`src/rtl/seq_rr_arbiter.sv`:
```
// seq_rr_arbiter
//   Round-robin arbiter that hands ownership of one shared down-counting step
//   sequencer to one of NREQ requesters. A grant runs one full sequence
//   (STEPS-1 down to 0). The grant ends with done, or early with abort when
//   the owner drops its request.
//
//   Ports
//     clk    in   rising-edge clock
//     rst    in   synchronous reset, active-high
//     req    in   [NREQ]     level request per client
//     gnt    out  [NREQ]     registered one-hot grant, zero when idle
//     busy   out             registered, high while a sequence runs
//     step   out  [STATE_W]  registered current step, zero when idle
//     y      out             comb, running and step != 0
//     done   out             comb, running, step == 0 and owner still requesting
//     abort  out             comb, running and owner request dropped
//
//   Build option
//     SEQ_ARB_HOLD_EN : if the owner is the only requester at a done edge,
//                       restart its sequence immediately with no idle gap.

module seq_rr_arbiter #(
  parameter int unsigned NREQ    = 4,
  parameter int unsigned STATE_W = 2,
  parameter int unsigned STEPS   = 4
) (
  input  logic               clk,
  input  logic               rst,
  input  logic [NREQ-1:0]    req,
  output logic [NREQ-1:0]    gnt,
  output logic               busy,
  output logic [STATE_W-1:0] step,
  output logic               y,
  output logic               done,
  output logic               abort
);

  localparam int unsigned        PTR_W      = (NREQ > 1) ? $clog2(NREQ) : 1;
  localparam logic [STATE_W-1:0] STEP_FIRST = STATE_W'(STEPS - 1);

  localparam logic [0:0] S_IDLE = 1'b0;
  localparam logic [0:0] S_RUN  = 1'b1;

  logic [0:0]         state_q, state_d;
  logic [NREQ-1:0]    gnt_q, gnt_d;
  logic               busy_q, busy_d;
  logic [STATE_W-1:0] step_q, step_d;
  logic [PTR_W-1:0]   ptr_q, ptr_d;

  logic [PTR_W-1:0]   owner;
  logic [PTR_W-1:0]   ptr_rel;
  logic [PTR_W-1:0]   scan_idx;
  logic [PTR_W-1:0]   winner;
  logic               found;
  logic               req_own;
  logic               hold_c;

  // Index of the granted client (gnt_q is one-hot or zero).
  always_comb begin
    owner = '0;
    for (int unsigned i = 0; i < NREQ; i++) begin
      if (gnt_q[i]) owner = PTR_W'(i);
    end
  end

  // Round-robin scan starting at ptr_q; first requester found wins.
  always_comb begin
    winner   = '0;
    found    = 1'b0;
    scan_idx = '0;
    for (int unsigned k = 0; k < NREQ; k++) begin
      scan_idx = PTR_W'((32'(ptr_q) + k) % NREQ);
      if (!found && req[scan_idx]) begin
        winner = scan_idx;
        found  = 1'b1;
      end
    end
  end

  assign req_own = |(req & gnt_q);
  assign ptr_rel = (owner == PTR_W'(NREQ - 1)) ? '0 : owner + 1'b1;

  // Back-to-back restart only when the owner is the sole requester.
`ifdef SEQ_ARB_HOLD_EN
  assign hold_c = req_own && ((req & ~gnt_q) == '0);
`else
  assign hold_c = 1'b0;
`endif

  // State register.
  always_ff @(posedge clk) begin
    if (rst) begin
      state_q <= S_IDLE;
      gnt_q   <= '0;
      busy_q  <= 1'b0;
      step_q  <= '0;
      ptr_q   <= '0;
    end else begin
      state_q <= state_d;
      gnt_q   <= gnt_d;
      busy_q  <= busy_d;
      step_q  <= step_d;
      ptr_q   <= ptr_d;
    end
  end

  // Next-state logic.
  always_comb begin
    state_d = state_q;
    gnt_d   = gnt_q;
    busy_d  = busy_q;
    step_d  = step_q;
    ptr_d   = ptr_q;
    case (state_q)
      S_IDLE: begin
        if (found) begin
          state_d = S_RUN;
          gnt_d   = NREQ'(1) << winner;
          busy_d  = 1'b1;
          step_d  = STEP_FIRST;
        end
      end
      S_RUN: begin
        // Abort and done share the release path; abort takes priority
        // because done is qualified by req_own.
        if (!req_own || (step_q == '0)) begin
          if (hold_c) begin
            step_d = STEP_FIRST;
          end else begin
            state_d = S_IDLE;
            gnt_d   = '0;
            busy_d  = 1'b0;
            step_d  = '0;
            ptr_d   = ptr_rel;
          end
        end else begin
          step_d = step_q - 1'b1;
        end
      end
    endcase
  end

  assign gnt   = gnt_q;
  assign busy  = busy_q;
  assign step  = step_q;
  assign y     = (state_q == S_RUN) && (step_q != '0);
  assign done  = (state_q == S_RUN) && (step_q == '0) && req_own;
  assign abort = (state_q == S_RUN) && !req_own;

endmodule
```
`config.mk`:
```
export PLATFORM = sky130hd
export DESIGN_NAME = seq_rr_arbiter
export DESIGN_NICKNAME = d
export VERILOG_FILES = /design/src/rtl/seq_rr_arbiter.sv
export SDC_FILE = /design/constraint.sdc
export NUM_CORES = 1
export LEC_CHECK = 0
export ABC_AREA = 1
export BUFFER_PORTS_ARGS = -buffer_cell sky130_fd_sc_hd__clkbuf_2
export CAP_MARGIN = 20
export CORE_UTILIZATION = 27
export CTS_CLUSTER_DIAMETER = 40
export CTS_CLUSTER_SIZE = 20
export DETAILED_ROUTE_END_ITERATION = 16
export HOLD_SLACK_MARGIN = 0.06
export MAX_ROUTING_LAYER = met4
export SYNTH_ARGS = -nofsm -noshare
export SYNTH_HDL_FRONTEND = slang
export SYNTH_SLANG_ARGS = --single-unit
```
`constraint.sdc`:
```
create_clock -name clk -period 1.9 [get_ports clk]
set_input_delay 0.095 -clock clk [delete_from_list [all_inputs] [get_ports clk]]
set_output_delay 0.095 -clock clk [all_outputs]
set_load 0.02 [all_outputs]
```
; ---- Word-level counts from Yosys, hierarchy flattened
; Cells that the tools add are included.
[op_classes]
bitwise = 2
n_shift = 1
n_eq_ne = 3
muxes = 32
n_lt_le_gt_ge = 4
add_sub_neg = 5
n_reduce_logical = 17
[op_table]
columns = op, n
row1 = $mux W2, 9
row2 = $mux W1, 13
row3 = $lt A2 B3 Y1 const B, 4
row4 = $bmux W1 S2, 4
row5 = $mux W4, 2
row6 = $pmux W4 S2, 1
row7 = $logic_and A1 B1 Y1, 7
row8 = $add A2 B1 Y2 const B, 2
row9 = $add A2 B2 Y2 const B, 2
row10 = $and A4 B4 Y4, 1
row11 = $logic_not A1 Y1, 4
row12 = $pmux W1 S2, 2
row13 = $pmux W2 S2, 1
row14 = $reduce_and A2 Y1, 2
row15 = $reduce_or A4 Y1, 1
row16 = $shl A1 B2 Y4 const A, 1
row17 = $eq A2 B2 Y1 const B, 1
row18 = $logic_not A2 Y1, 1
row19 = $ne A2 B1 Y1 const B, 1
row20 = $ne A2 B2 Y1 const B, 1
row21 = $reduce_bool A2 Y1, 1
row22 = $sub A2 B1 Y2 const B, 1
row23 = $logic_or A1 B1 Y1, 1
row24 = $not A1 Y1, 1
[totals]
out_inout_bits = 10
input_bits = 6
register_bits = 10

; ---- Longest topological paths before layout
; Gate-level depths: netlist of run 1.
[depth]
depth_word = 15
depth_mapped = 12
ltp_nobuf = 12

; ---- Worst setup path before layout of run 1
; OpenSTA, ideal clock, no wires.
[synth_timing]
path_type = register -> register
startpoint = reg ptr_q[0]
endpoint = reg gnt_q[0], in the netlist gnt[0]
period_less_slack_ns = 1.317
path_stages_with_launch = 11
arrival_ns = 1.185
required_time_ns = 1.768
path_slack_ns = 0.583
setup_time_ns = 0.132
path_buffers = 1
cell_sequence = dfxtp_1 > buf_6 > nand2_1 > nand3_1 > nand2_2 > nor2_4 > nand3_2 > nand2_4 > inv_2 > nand3_1 > a21oi_1
[synth_via]
elab_chain_len = 15
elab_cells_between_ends = 30
classes_between = add/sub (3) / eq/ne (1) / shift (1) / mux (18) / reduce/logical (7)
[synth_lines]
columns = element, line_no
row1 = start: declaration, 48  ; logic [PTR_W-1:0] ptr_q, ptr_d;
row2 = start signal: assignment, 103  ; ptr_q <= ptr_d;
row3 = branches (longest 15 deep; another with $add A2 B1 Y2), --
row4 = end signal: assignment, 100  ; gnt_q <= gnt_d;
row5 = end: declaration, 45  ; logic [NREQ-1:0] gnt_q, gnt_d;
; Several ways; the timed one is not identified. The select of a mux whose other input is x is not followed.
; A chain may end at the register's enable or synchronous reset.

; ---- Final worst setup path of run 1
; Same ends and word-level chain as after synthesis.

==> results of run 1 <==
==> power breakdown <==
part / total, µW / leakage [µW] / switching (µW) / internal [µW]
clock network: 193 / 0.0000210 / 76.4 / 116
registers: 367 / 0.0000828 / 81.4 / 285
logic: 1050 / 0.000412 / 705 / 349
==> cells by family after synthesis <==
logic type                 after synthesis  synth area share, %
and+or+nand+nor                         85                49.77
buffers and inverters                   25                12.40
AOI/OAI and AO/OA                       16                11.79
DFF                                     10                24.50
adders and majority gates                1                1.531
==> routing by layer <==
metal / vias up / track usage, % / wire length, µm
li1: 462 / - / -
met1: 375 / 15.44 / 860
met2: 30 / 21.68 / 937
met3: 4 / 2.041 / 77
met4: 0 / 4.181 / 25
met5: - / - / 0
==> Yosys cell counts (all sizes together) <==
master / instances
nand2: 53
inv: 23
nand3: 15
nor2: 15
dfxtp: 10
a21oi: 7
o21ai: 6
buf: 2
a21boi: 1
a31oi: 1
ha: 1
nand4: 1
nor3: 1
o22ai: 1
==> sequential cells by signal (all words and copies together) (netlist names) <==
signal / flops
gnt: 4
ptr_q: 2
step: 2
busy: 1
state_q: 1
==> worst max-delay path: stages, from the launching register on <==
cell and delay, ns:
dfxtp_1 0.43, inv_2 0.13, nand2_1 0.12, nand3_2 0.10, nand2_2 0.11, inv_1 0.08
nand3_1 0.07, nor2_1 0.04, nor2_1 0.15, nand3_1 0.09, a21oi_1 0.14
==> worst max-delay path by stage <==
stage,from,to,slack (ns),depth (start not counted)
after floorplan,ptr_q[0],gnt[0],0.58,10
after global placement,ptr_q[0],gnt[3],0.42,11
after detailed placement,ptr_q[0],busy,0.40,10
after CTS,ptr_q[0],gnt[3],0.37,11
after global routing,ptr_q[0],gnt[0],0.17,10
final,ptr_q[0],gnt[0],0.37,10
==> layout make-up <==
class / instances / share of cell area [%]
clock buffers: 4 / 3.781
well taps: 31 / 4.042
inverters: 23 / 8.996
repair buffers: 16 / 8.605
flip-flops and latches: 10 / 20.86
multi-input cells: 102 / 53.72
==> metrics by stage <==
step           utilization (%)  power, µW  area, µm²  setup WS, ns
3_3_place_gp             32.92       1405      923.4        0.4150
4_1_cts                  34.21       1616      959.7        0.3717
2_1_floorplan                -       1196      817.0        0.5830
3_5_place_dp             32.92       1417      923.4        0.3967
5_1_grt                  34.21       1768      959.7        0.1674
6_report                 34.21       1613      959.7        0.3662
==> qor.txt, run 1 <==
Worst min path class -> input port to flop
Diodes inserted -> 0
Initial core utilization -> 29.13%
Total I/O pin count -> 16
Gpl congestion -> 0.8497
Reg2reg end -> gnt[0]
CP endpoint kind -> flop
Die W -> 57.01 µm
Clk root buf -> clkbuf_4
Placement row count -> 19
Max Slew Vio Count -> 0
Post-CTS resize count -> 0
Min cycle time layout -> 1.534 ns
Fill cells -> 300
Crit path kind -> flop to flop
Area growth, synth to finish -> 17.46%
CTS Buf Count -> 3
Max rail drop VDD -> 804.3 µV
Initial DRC count -> 18
Area leader, netlist -> dfxtp_1
Vias/cell -> 4.683
Hold Vio Cnt, Final -> 0
Register area share after synthesis -> 24.50%
# DRC -> 0
Multi-input gate area -> 515.5 µm²
GR Util All Layers -> 12.78%
Longest Clk Path Bufs -> 2
Hold_buf cts -> 0
Mapped Area -> 817.0 µm²
Reg-to-reg startpoint -> ptr_q[0]
RSZ-0062 raised after global routing -> no
Pwr dens -> 1681 nW/µm²
Die area -> 3250 µm²
Synth top area share -> 24.50%
TritonCTS clock tree -> yes
Layout cells sized above 1 -> 27.10%
Worst-path clk slew -> 0.07 ns
First-pass iteration count of the detailed router -> 4
FF-to-FF path depth -> 10
Run status -> complete, no violations
CP arrival -> 1.73 ns
Period utilization -> 80.72%
Post-synthesis cell type count -> 22
Syn Nets -> 144
Avg Cell Area, Syn -> 5.964 µm²
Most common cell after layout, fill and taps aside -> nand2_1
Top cells by area, synth -> dfxtp_1 25%, nand2_1 19%, inv_1 9.2%
Leak -> 0.0005153 µW
Post-Synthesis Cells -> 137
Vias in the first global route -> 724
Max Freq -> 652.0 MHz
Core Area -> 2805 µm²
Final ANT Viol Nets -> 0
Fin Setup TNS -> 0 ns
Setup bufs post-CTS -> 0
Largest net degree at the start of global routing -> 11
Hold Crit Start -> rst
Final hold slack -> 0.1077 ns
Worst Hold Path Cells -> 2
Initial antenna violation count -> 0
Per-cell routed wire length -> 10.22 µm
CP Data Required Time -> 2.10 ns
Relative slew slack -> 79.33%
Post-DP HPWL -> 1586 µm
Worst slew pin tran -> 0.3089 ns
Most frequent cells in the layout -> 42 x nand2_1, 20 x inv_1, 15 x clkbuf_2
Crit start category -> flop
Final non-filler cell total -> 186
Max Cap Violations -> 0
First-pass GRT wire length -> 3125 µm
Reg2reg setup slack -> 0.37 ns
Worst-path maximum fanout -> 10
Register Area -> 200.2 µm²
Hold endpoint -> gnt[3]
Input/output buffers -> 15
Clock sink count -> 10
Die Height -> 57.01 µm
H-tree depth -> 1
Count of final setup violators -> 0
Clock latency on the worst-skew pair -> 0.27 ns
Routed via count -> 871
Drt total wl -> 1900 µm
Layout net count -> 163
Placed Cells -> 182
Syn. warnings -> 0
Yosys reg bits -> 10
Worst Skew -> 0.004745 ns
Grt ovf -> 0
(Power assumes the default switching activity.)
==> run 2: changes to the inputs <==
- clock period: 1.9 -> 1.4 ns (I/O delays scaled with it)
==> qor.txt, run 2 (synthesis results as in run 1) <==
Final ANT Viol Nets -> 0
Initial core utilization -> 29.13%
Clock sink count -> 10
# DRC -> 0
Failing checks -> setup timing
Critical path cell sequence -> buf_8 > nand2_4 > nand2_4 > nand2_4 > nand2_2 > nor2_4 > nand3_4 > nand2_8 > inv_4 > nand3_2 > a21oi_2
Worst path slowest cell -> dfxtp_4
Layout cells sized above 1 -> 54.55%
Per-cell routed wire length -> 12.63 µm
Vias/cell -> 4.883
Clk pwr share -> 7.0%
Setup bufs post-CTS -> 0
GR Util All Layers -> 15.95%
Drt total wl -> 2476 µm
Run status -> complete, but fails checks
Relative slew slack -> 77.11%
Crit. Startpoint -> ptr_q[0]
Post-DP HPWL -> 1780 µm
Sw Pwr -> 1566 µW
Routed via count -> 957
Total I/O pin count -> 16
CP max stage delay -> 0.40 ns
Max Freq -> 686.0 MHz
Input/output buffers -> 15
Leak -> 0.0006360 µW
H-tree depth -> 1
Core Area -> 2805 µm²
Hold Vio Cnt, Final -> 0
Hold_buf cts -> 0
Layout Utilization -> 44.56%
Area growth, synth to finish -> 52.99%
Internal power -> 1331 µW
Period utilization -> 104.1%
Min cycle time layout -> 1.458 ns
CP endpoint kind -> flop
Vias in the first global route -> 924
Combinational share of power -> 75.2%
Max FFs per register -> 4
Most common cell after layout, fill and taps aside -> nand2_1
Worst-path clk slew -> 0.07 ns
Clock latency on the worst-skew pair -> 0.27 ns
Placement row count -> 19
TritonCTS clock tree -> yes
Crit-path most repeated cell -> nand2_4
Diodes inserted -> 0
RSZ-0062 raised after global routing -> yes
Worst-path maximum fanout -> 8
Setup slack after layout -> -0.05779 ns
Crit path kind -> flop to flop
Reg-to-reg startpoint -> ptr_q[0]
Worst Skew -> 0.003820 ns
Longest Clk Path Bufs -> 2
Max Slew Vio Count -> 0
Layout net count -> 174
Die W -> 57.01 µm
Most frequent cells in the layout -> 23 x nand2_1, 18 x nand2_2, 16 x inv_1
Gpl congestion -> 0.8739
Clk root buf -> clkbuf_4
Initial DRC count -> 20
Worst min path class -> input port to flop
CTS Buf Count -> 3
CP arrival -> 1.66 ns
Die Height -> 57.01 µm
Max Cap Violations -> 0
Sequential power share -> 17.7%
Max rail drop VDD -> 1027 µV
Crit start category -> flop
First-pass iteration count of the detailed router -> 4
Initial antenna violation count -> 0
Grt ovf -> 0
First-pass GRT wire length -> 3919 µm
Pwr dens -> 2318 nW/µm²
Final hold slack -> 0.07210 ns
Count of final setup violators -> 7
Net Sw Frac -> 54.07%
Die area -> 3250 µm²
Hold Crit Start -> rst
Worst slew pin tran -> 0.3430 ns
Largest net degree at the start of global routing -> 11
CP Data Required Time -> 1.60 ns
-- run 2: cell types whose count changed in the layout (fill, tap and decap cells not counted), sizes merged --
cell and change:
clkbuf -2, buf +12
-- run 2: routing by layer --
layer | vias up | track usage [%] | wire length [µm]
met3 | 9 | 1.361 | 82
met5 | - | - | 0
met1 | 440 | 16.64 | 982
met4 | 0 | 10.45 | 74
li1 | 485 | - | -
met2 | 23 | 28.57 | 1337
-- run 2: cell type report --
cell class	instances	area, µm²
fillers	276	1555
multi-input cells	102	704.4
well taps	31	38.79
flip-flops and latches	10	209.0
inverters	23	98.84
clock buffers	3	22.52
repair buffers	27	176.4
-- run 2: final timing paths --
path	end	cells past startpoint	slack (ns)
worst max-delay path	gnt[2]	11	-0.06
worst min register to register	busy	4	0.56
worst min-delay path	gnt[3]	2	0.07
worst max register to register	gnt[2]	11	-0.06
-- run 2: worst max-delay path: cells and delay by family (launching register included) --
kind            cells  cell delay (ns)
compound gates      1             0.15
flops               1             0.40
simple gates        8             0.61
buf+inv             2             0.23
-- run 2: what timing repair did --
action / CTS / global route
pin swaps: 11 / 19
gates resized for setup: 28 / 38
hold endpoints to repair: 0 / 0
endpoints found under the setup margin: 6 / 12
-- run 2: power by group through the flow --
stage	Clock, µW	Combinational [µW]	Sequential (µW)
after floorplan	0	1070	553
after global placement	0	1610	465
after detailed placement	0	1650	467
after CTS	199	1890	484
after global routing	211	2380	528
final	204	2180	514
-- run 2: metrics by stage --
step | cell area [µm²] | instances | setup TNS, ns | power, µW | setup slack [ns]
after CTS | 1120 | 196 | -0.06872 | 2569 | -0.02759
after global placement | 1006 | 193 | -0.2539 | 2080 | -0.07682
after global routing | 1250 | 196 | -0.9842 | 3119 | -0.1456
final | 1250 | 196 | -0.2562 | 2897 | -0.05779
after floorplan | 817.0 | 137 | 0 | 1623 | 0.08300
after detailed placement | 1006 | 193 | -0.4810 | 2117 | -0.1095
==> run 3: changes to the inputs <==
- clock period: 1.4 -> 1.25 ns (I/O delays scaled with it)
==> qor.txt, run 3 (synthesis results as in run 1) <==
Run status -> complete, but fails checks
Failing checks -> setup timing
CTS Buf Count -> 3
Die W -> 57.01 µm
Hold Vio Cnt, Final -> 0
Max Cap Violations -> 0
Critical path cell sequence -> buf_6 > nand2_4 > nand3_4 > nand2_4 > nor2_4 > nand3_4 > nand2_8 > inv_4 > nor2_2 > nor2_1
Total power -> 3470 µW
# DRC -> 0
Hold Crit Start -> rst
TritonCTS clock tree -> yes
Hold endpoint -> busy
Worst min path class -> input port to flop
Grt ovf -> 0
Largest net degree at the start of global routing -> 11
Most frequent cells in the layout -> 28 x nand2_1, 22 x buf_4, 18 x nand2_2
Clock sink count -> 10
First-pass GRT wire length -> 3739 µm
Initial DRC count -> 14
Vias/cell -> 4.856
Reg2reg end -> state_q
WP buf/inv -> 2
Fin Setup TNS -> -1.803 ns
Layout net count -> 186
Layout Utilization -> 47.59%
Placed Cells -> 199
Per-cell routed wire length -> 11.44 µm
CP max stage delay -> 0.40 ns
Clk root buf -> clkbuf_4
Gpl congestion -> 0.8840
First-pass iteration count of the detailed router -> 4
CP arrival -> 1.59 ns
GR Util All Layers -> 15.03%
Worst-path clk slew -> 0.07 ns
Initial antenna violation count -> 0
Longest Clk Path Bufs -> 2
Max rail drop VDD -> 1461 µV
Max FFs per register -> 4
H-tree depth -> 1
Period utilization -> 114.6%
Area growth, synth to finish -> 63.40%
Worst Skew -> 0.004054 ns
Pwr dens -> 2599 nW/µm²
CP endpoint kind -> flop
Core Area -> 2805 µm²
FF-to-FF path depth -> 10
Most common cell after layout, fill and taps aside -> nand2_1
RSZ-0062 raised after global routing -> yes
Die area -> 3250 µm²
Reg-to-reg startpoint -> ptr_q[0]
Final hold slack -> 0.1097 ns
Worst path slowest cell -> dfxtp_4
Worst-path maximum fanout -> 8
Final ANT Viol Nets -> 0
Worst Hold Path Cells -> 4
Max Slew Vio Count -> 0
Placement row count -> 19
Min cycle time layout -> 1.433 ns
Diodes inserted -> 0
Final non-filler cell total -> 209
Crit start category -> flop
Input/output buffers -> 15
Initial core utilization -> 29.13%
Leak -> 0.0006756 µW
Layout cells sized above 1 -> 58.43%
Post-DP HPWL -> 1716 µm
CP Data Required Time -> 1.41 ns
Die Height -> 57.01 µm
Max Freq -> 697.8 MHz
Routed via count -> 1,015
Reg2reg setup slack -> -0.18 ns
Vias in the first global route -> 932
Setup slack after layout -> -0.1830 ns
Clock latency on the worst-skew pair -> 0.27 ns
Relative slew slack -> 83.97%
Worst slew pin tran -> 0.2397 ns
Crit path kind -> flop to flop
Count of final setup violators -> 12
Total I/O pin count -> 16
Drt total wl -> 2392 µm
Crit path max-delay family -> simple AND/OR/NAND/NOR gates
==> run 3: cell count changes in the layout (fill, tap and decap cells not counted), moves of 2 or more <==
cell / before / now
inv_2: 4 / 7
dfxtp_2: 1 / 4
dfxtp_1: 7 / 4
nand2_4: 11 / 6
nor2_2: 3 / 5
buf_4: 10 / 22
nand2_1: 23 / 28
inv_1: 16 / 13
buf_6: 1 / 3
nor2_1: 8 / 6
dlygate4sd3_1: 0 / 2
clkbuf_2: 14 / 12
==> run 3: final cells by class <==
cell class / instances / area [µm²]
fillers: 283 / 1470
multi-input cells: 102 / 669.4
repair buffers: 39 / 279.0
flip-flops and latches: 10 / 212.7
inverters: 23 / 98.84
well taps: 31 / 38.79
clock buffers: 4 / 36.28
==> run 3: how the worst max path moves through the flow <==
stage | from | endpoint | slack [ns] | cells past startpoint
global route | ptr_q[0] | state_q | -0.26 | 10
global placement | ptr_q[0] | gnt[2] | -0.19 | 10
CTS | ptr_q[0] | gnt[3] | -0.17 | 10
finish | ptr_q[0] | state_q | -0.18 | 10
floorplan | ptr_q[0] | gnt[3] | -0.02 | 11
detailed placement | ptr_q[0] | gnt[2] | -0.21 | 10
==> run 3: power by group <==
group	leakage [µW]	internal (µW)	switching, µW
clock	0.0000210	177	123
sequential	0.0000853	459	115
combinational	0.000569	1080	1520
==> run 3: stage by stage <==
step                      instance area, µm²  worst slack, ns
after global routing                    1335          -0.2630
after global placement                  1067          -0.1917
final                                   1335          -0.1830
after floorplan                        833.3         -0.02252
after detailed placement                1067          -0.2133
after CTS                               1245          -0.1699
==> run 3: timing repair <==
item | in CTS | in global routing
hold buffers | 2 | 0
pin swaps | 15 | 12
setup endpoints to repair | 13 | 13
hold endpoints to repair | 2 | 0
resized for setup | 33 | 30
gates cloned | 0 | 0
setup buffers | 3 | 1
==> run 3: worst min-delay path, delay by kind of cell <==
kind	cells	cell delay [ns]
buf+inv	3	0.22
simple gates	1	0.06
==> run 3: metal layers <==
metal	vias to the layer above	track usage, %	share of wire, %
met1	474	15.97	41
met5	-	-	0
li1	509	-	-
met3	4	0.6803	3.7
met2	28	28.07	54
met4	0	7.666	1.0
